**src/rtl/bus_pkg.sv**
```systemverilog
`default_nettype none
// +--------------------------------------------------------------------------+
// | bus_pkg : shared types and constants for the 8088-style bus controller    |
// | Rev 1.0                                                                   |
// +--------------------------------------------------------------------------+
package bus_pkg;

    typedef enum logic [1:0] {
        MEMRD = 2'd0,
        MEMWR = 2'd1,
        IORD  = 2'd2,
        IOWR  = 2'd3
    } op_t;

    typedef enum logic [2:0] {
        IDLE   = 3'd0,
        T1     = 3'd1,
        T2     = 3'd2,
        T3     = 3'd3,
        TW     = 3'd4,
        T4     = 3'd5,
        HOLDST = 3'd6
    } state_t;

    localparam int WAIT_MAX_DEFAULT = 16;

    localparam logic ALE_RST = 1'b0;
    localparam logic RD_RST  = 1'b1;
    localparam logic WR_RST  = 1'b1;
    localparam logic DEN_RST = 1'b1;
    localparam logic DTR_RST = 1'b1;
    localparam logic IOM_RST = 1'b0;

    // Bit 0 of the op encoding distinguishes write (1) from read (0).
    function automatic logic op_is_read(input op_t op);
        return ~op[0];
    endfunction

endpackage
`default_nettype wire

```
**src/rtl/bus_wait_timer.sv**
```systemverilog
`default_nettype none
// +--------------------------------------------------------------------------+
// | bus_wait_timer : wait-state counter with clear/enable and expiry flag     |
// | Rev 1.0                                                                   |
// +--------------------------------------------------------------------------+
module bus_wait_timer #(
    parameter int WAIT_MAX = 16
) (
    input  logic clk,
    input  logic rst_n,
    input  logic clr,
    input  logic en,
    output logic expired
);

    localparam int             CW   = $clog2(WAIT_MAX + 1);
    localparam logic [CW-1:0]  LAST = CW'(WAIT_MAX - 1);

    logic [CW-1:0] wait_cnt;

    always_ff @(posedge clk or negedge rst_n) begin
        if (!rst_n) begin
            wait_cnt <= '0;
        end else if (clr) begin
            wait_cnt <= '0;
        end else if (en) begin
            wait_cnt <= wait_cnt + CW'(1);
        end
    end

    assign expired = (wait_cnt == LAST);

endmodule
`default_nettype wire

```
**src/rtl/bus_cycle_ctrl.sv**
```systemverilog
`default_nettype none
// +--------------------------------------------------------------------------+
// | bus_cycle_ctrl : minimum-mode 8088 bus cycle sequencer with HOLD/HLDA     |
// | Rev 1.0                                                                   |
// +--------------------------------------------------------------------------+
module bus_cycle_ctrl
    import bus_pkg::*;
#(
    parameter int WAIT_MAX = WAIT_MAX_DEFAULT
) (
    input  logic        CLK,
    input  logic        RESET_N,
    input  logic        req_valid,
    input  op_t         req_op,
    input  logic [19:0] req_addr,
    input  logic [7:0]  req_wdata,
    output logic        req_ack,
    output logic [7:0]  rdata,
    output logic        err,
    output logic [7:0]  AD_out,
    input  logic [7:0]  AD_in,
    output logic        AD_oe,
    output logic [11:0] A,
    output logic        ALE,
    output logic        RD,
    output logic        WR,
    output logic        IOM,
    output logic        DTR,
    output logic        DEN,
    input  logic        READY,
    input  logic        HOLD,
    output logic        HLDA
);

    state_t     state;
    op_t        op_q;
    logic [7:0] wdata_q;

    logic is_read, expired, timeout, done;
    logic at_boundary, grant_hold, accept;
    logic wait_clr, wait_en;

    assign is_read     = op_is_read(op_q);
    // HOLD and new requests are only considered between cycles.
    assign at_boundary = (state == IDLE) || (state == T4);
    assign grant_hold  = at_boundary && HOLD;
    assign accept      = at_boundary && !HOLD && req_valid;
    assign timeout     = (state == TW) && !READY && expired;
    assign done        = ((state == T3) || (state == TW)) && (READY || timeout);
    assign wait_clr    = (state == T3);
    assign wait_en     = (state == TW) && !READY && !expired;

    bus_wait_timer #(.WAIT_MAX(WAIT_MAX)) u_wait_timer (
        .clk     (CLK),
        .rst_n   (RESET_N),
        .clr     (wait_clr),
        .en      (wait_en),
        .expired (expired)
    );

    always_ff @(posedge CLK or negedge RESET_N) begin
        if (!RESET_N) begin
            state   <= IDLE;
            op_q    <= MEMRD;
            wdata_q <= '0;
            ALE     <= ALE_RST;
            RD      <= RD_RST;
            WR      <= WR_RST;
            DEN     <= DEN_RST;
            DTR     <= DTR_RST;
            IOM     <= IOM_RST;
            AD_oe   <= 1'b0;
            AD_out  <= '0;
            A       <= '0;
            HLDA    <= 1'b0;
            req_ack <= 1'b0;
            err     <= 1'b0;
            rdata   <= '0;
        end else begin
            req_ack <= 1'b0;
            case (state)
                IDLE: state <= IDLE;
                T1: begin
                    state <= T2;
                    ALE   <= 1'b0;
                    DEN   <= 1'b0;
                    if (is_read) begin
                        AD_oe <= 1'b0;
                        RD    <= 1'b0;
                    end else begin
                        AD_out <= wdata_q;
                        WR     <= 1'b0;
                    end
                end
                T2: state <= T3;
                T3, TW: begin
                    if (done) begin
                        state   <= T4;
                        RD      <= 1'b1;
                        WR      <= 1'b1;
                        DEN     <= 1'b1;
                        AD_oe   <= 1'b0;
                        req_ack <= 1'b1;
                        err     <= timeout;
                        if (is_read) begin
                            rdata <= timeout ? 8'hFF : AD_in;
                        end
                    end else begin
                        state <= TW;
                    end
                end
                T4: begin
                    state <= IDLE;
                    err   <= 1'b0;
                end
                HOLDST: begin
                    if (!HOLD) begin
                        state <= IDLE;
                        HLDA  <= 1'b0;
                    end
                end
                default: state <= IDLE;
            endcase

            // Boundary decisions override the per-state next state above.
            if (grant_hold) begin
                state <= HOLDST;
                HLDA  <= 1'b1;
            end else if (accept) begin
                state   <= T1;
                op_q    <= req_op;
                wdata_q <= req_wdata;
                ALE     <= 1'b1;
                AD_oe   <= 1'b1;
                AD_out  <= req_addr[7:0];
                A       <= req_op[1] ? {4'h0, req_addr[15:8]} : req_addr[19:8];
                IOM     <= req_op[1];
                DTR     <= req_op[0];
            end
        end
    end

endmodule
`default_nettype wire

```
**config.mk**
```make
export PLATFORM = sky130hd
export DESIGN_NAME = bus_cycle_ctrl
export DESIGN_NICKNAME = d
export VERILOG_FILES = /design/src/rtl/bus_pkg.sv /design/src/rtl/bus_wait_timer.sv /design/src/rtl/bus_cycle_ctrl.sv
export SDC_FILE = /design/constraint.sdc
export NUM_CORES = 1
export LEC_CHECK = 0
export CAP_MARGIN = 25
export CORE_ASPECT_RATIO = 1.25
export CORE_MARGIN = 4
export CORE_UTILIZATION = 49
export CTS_CLUSTER_DIAMETER = 200
export DETAILED_ROUTE_END_ITERATION = 8
export GPL_TIMING_DRIVEN = 0
export HOLD_SLACK_MARGIN = 0.05
export PLACE_DENSITY = 0.95
export SYNTH_ARGS = -nofsm -noshare
export SYNTH_HDL_FRONTEND = slang
export SYNTH_HIERARCHICAL = 1
export SYNTH_SLANG_ARGS = --single-unit
```
**constraint.sdc**
```tcl
create_clock -name CLK -period 4.6 [get_ports CLK]
set_clock_uncertainty 0.15 [all_clocks]
set_input_delay 1.15 -clock CLK [delete_from_list [all_inputs] [get_ports CLK]]
set_output_delay 1.15 -clock CLK [all_outputs]
set_load 0.01 [all_outputs]
```
==> reports/results.txt <==
The tools report the count of warnings emitted by yosys as 6. The count of input and output buffers was 79; the post-layout worst setup margin was 1900 ps. The number of different library cells in the post-synthesis netlist is 47.

The floorplan has 28 rows. In the routed design, unresolved DRC markers number 0. For the TritonCTS sink count, the log shows 55. The tree is rooted in a clkbuf_8. The total buffers and inverters traversed by the critical path is 1.

The clock period could shrink to 2700 ps. For the number of antenna violations at the first check in global routing, the log shows 0. The worst setup path is launched from a flop. For the H-tree depth, the log shows 2.

The die is 72.0 um wide. The first routing iteration left 73 violations. Maximum fanout along the worst path: 2. During I/O placement, the number of pins put on the boundary was 81.

The highest clock frequency the design can meet was 371 MHz; the synthesized cell area was 0.00251 mm^2. Detailed placement finished with a half-perimeter wire length of 4.08 mm. Of the available clock period, the critical path in the final layout requires 58.7%. At the pin with the least slew margin, the transition time is 717 ps. Synthesis produced a netlist with a net count of 236. The first global-routing pass estimated 8.99 mm of wire. Across the whole layout, storage elements account for 0.00138 mm^2. The layout-stage area growth over the synthesis result works out to 38.9%. The critical path class was reg2out.

The gate count after technology mapping was 191. The tools report the maximum buffer depth of the clock tree as 2. The longest individual stage delay on the worst path is 550 ps, and the mean routed wirelength per cell is 15.8 um. The run gives 0.373 mV as the worst IR drop on VDD. For the overall via count from detail_route, the log shows 1757.

At the worst endpoint, the arrival time is 1400 ps. Max-cap violations in this run came to 0. The synthesized design contains 55 register bits. Commonest register cell after synthesis: dfrtp_1. The kind of end point of the critical path was an output port. The post-CTS setup-driven buffer insertion count came out at 0.

Summed over all cells, the static leakage comes to 1.50 nW. The post-cts resize count is 0, and the sum of overflow across all layers after global routing is 0. The die footprint came out at 0.00633 mm^2. For the clock latency at the later pin of the worst-skew pair, the log shows 300 ps. The pin count of the biggest net entering global routing was 41; the worst slew margin relative to its limit was 52.1%. Measured on the finished design, the core utilization comes to 72.0%. In the final timing run, aggregate negative setup slack is 0 ps. After floorplanning, the core was sized to cover 0.00483 mm^2.

The area after detailed placement was 0.00339 mm^2. The run finished with clean final reports. The signal on the critical path passes through clkdlybuf4s50_1. The total length of routed wires was 5.37 mm. The hold buffer count at CTS was 0. The final-report max-slew violation count was 0; the via count of the first global-routing pass was 1918. After detailed routing, the number of vias per cell comes to 5.18. The number of nets in the finished design is 323, and the clock buffer count from CTS is 5.

Global routing used 18.2% of the available tracks across all layers. The clock edge transition at the registers on the reported setup and hold paths is 100 ps, and the mean instance size in the synthesized netlist is 13.1 um^2. TritonCTS built the clock tree.

Of the cells placed in the final design, the portion with a size suffix greater than 1 is 24.7%. On the final layout, the worst hold slack is 332 ps. The type of the most critical hold path is reg2reg.

Setup repair after global routing left no endpoint under its margin. The slowest stage of the critical path belongs to the cell clkdlybuf4s50_1. The tools report the fill cell instance count of the final layout as 345. The number of antenna diodes in the final layout is 0. The detail route stage leaves a number of antenna-violating nets equal to 0. Sequential cells were found to cover 55.1% of the synthesized design area. Finished layout cell area: 0.00348 mm^2. In the synthesized netlist the async set-or-reset flop fraction comes to 100%. The number of setup violations in the final report is 0, and the number of enable-type register cells in the synthesized netlist is 0. The cell family contributing the most delay on the critical path is buffers and inverters.

The tools report the final hold violation count as 0. The power per standard cell area was 609 mW/mm^2; the initial standard-cell utilization of the core was 51.9%. The logs give 0.755 for the routability congestion estimate from global placement and 1680 ps for the post-placement setup slack.

The required time of the critical path came out at 3300 ps. The multi-input combinational cells in the finished layout cover a total of 0.00102 mm^2. The pre-antenna-repair detailed-routing pass consisted of 4 iterations. The overall die height works out to 88.0 um.
[registers in the layout, indices dropped and copies added (netlist names), 3 cells and up]
signal,count
AD_out,8
A,12
u_wait_timer/wait_cnt,5
rdata,8
wdata_q,8
state,3
[cells in the final DEF, fill, tap and decap left out, types with 2 or more instances in the layout]
cell             instances
mux2_1                   2
a31oi_1                  2
clkbuf_8                 6
mux2i_1                  9
nand3b_1                 2
o21ai_0                  5
clkdlybuf4s50_1         78
clkbuf_1                 4
nor2_1                   7
nor3_1                   2
ha_1                     2
inv_1                   11
dfrtp_1                 51
buf_2                    6
dfstp_2                  4
nand2b_1                 2
nand2_1                  2
a21oi_1                 11
mux2_2                  37
nor2b_1                  5
[Yosys cell counts, types with 2 or more instances]
library cell | instances | area, um^2
mux2_1 | 2 | 22.5
ha_1 | 2 | 25.0
nand3b_1 | 2 | 15.0
o21ai_0 | 5 | 25.0
nor2_1 | 7 | 26.3
nor2b_1 | 5 | 31.3
mux2i_1 | 9 | 90.1
clkbuf_1 | 3 | 11.3
nand2_1 | 2 | 7.51
dfstp_2 | 4 | 105
inv_1 | 11 | 41.3
nor3_1 | 2 | 10.0
dfrtp_1 | 51 | 1280
mux2_2 | 37 | 417
a21oi_1 | 11 | 55.1
a31oi_1 | 2 | 12.5
nand2b_1 | 2 | 12.5
buf_2 | 5 | 25.0
[metrics by stage]
| stage | power [mW] | cells |
|---|---|---|
| 2_1_floorplan | 1.38 | 191 |
| 3_3_place_gp | 1.81 | 330 |
| 3_5_place_dp | 1.87 | 331 |
| 4_1_cts | 2.15 | 339 |
| 5_1_grt | 2.26 | 339 |
| 6_report | 2.12 | 339 |
[routing by layer]
metal / wire [um] / track usage [%]
met1: 2090 / 20.1
met5: 0 / 0
met3: 326 / 4.94
met2: 2920 / 34.6
met4: 38 / 4.10
[layout make-up]
class | instances | share of cell area, %
clock buffers | 7 | 2.48
repair buffers | 80 | 23.1
flip-flops and latches | 55 | 39.7
multi-input cells | 114 | 29.4
plain buffers | 11 | 1.72
clock inverters | 1 | 0.251
well taps | 60 | 2.16
inverters | 11 | 1.19
[power breakdown]
part           total [mW]  switching, mW  internal (mW)
logic               0.997          0.406          0.591
clock network       0.276          0.152          0.124
registers           0.848          0.126          0.722
total                2.12          0.684           1.44
[cell families (layout without fill, tap and decap cells)]
| kind of cell | count (synthesis) | count (layout) | share of synthesized area, % |
|---|---|---|---|
| DFF | 55 | 55 | 55.1 |
| muxes | 49 | 49 | 21.7 |
| and+or+nand+nor | 33 | 33 | 9.28 |
| AOI/OAI and AO/OA | 28 | 28 | 8.13 |
| buffers and inverters | 22 | 110 | 4.04 |
| adders and majority gates | 3 | 3 | 1.40 |
| xor gates and xnor gates | 1 | 1 | 0.349 |
[path summary, 6_finish.rpt]
check	start	endpoint	slack (ps)	cells past startpoint
setup / recovery	DEN	DEN	1900	1
hold / removal	ALE	ALE	330	2
setup reg to reg	u_wait_timer/wait_cnt[0]	u_wait_timer/wait_cnt[3]	2190	8
hold reg to reg	ALE	ALE	330	2
max in group asynchronous	RESET_N	RD	3090	2
min in group asynchronous	RESET_N	A[5]	610	1
[worst reg2reg max path: cells and delay by family (launching register included)]
| family | cells | cell delay, ps |
|---|---|---|
| fa+ha+maj | 2 | 470 |
| flops | 1 | 430 |
| buf+inv | 2 | 400 |
| mux | 1 | 300 |
| simple gates | 3 | 560 |
Power figures use the tool's default switching activity.
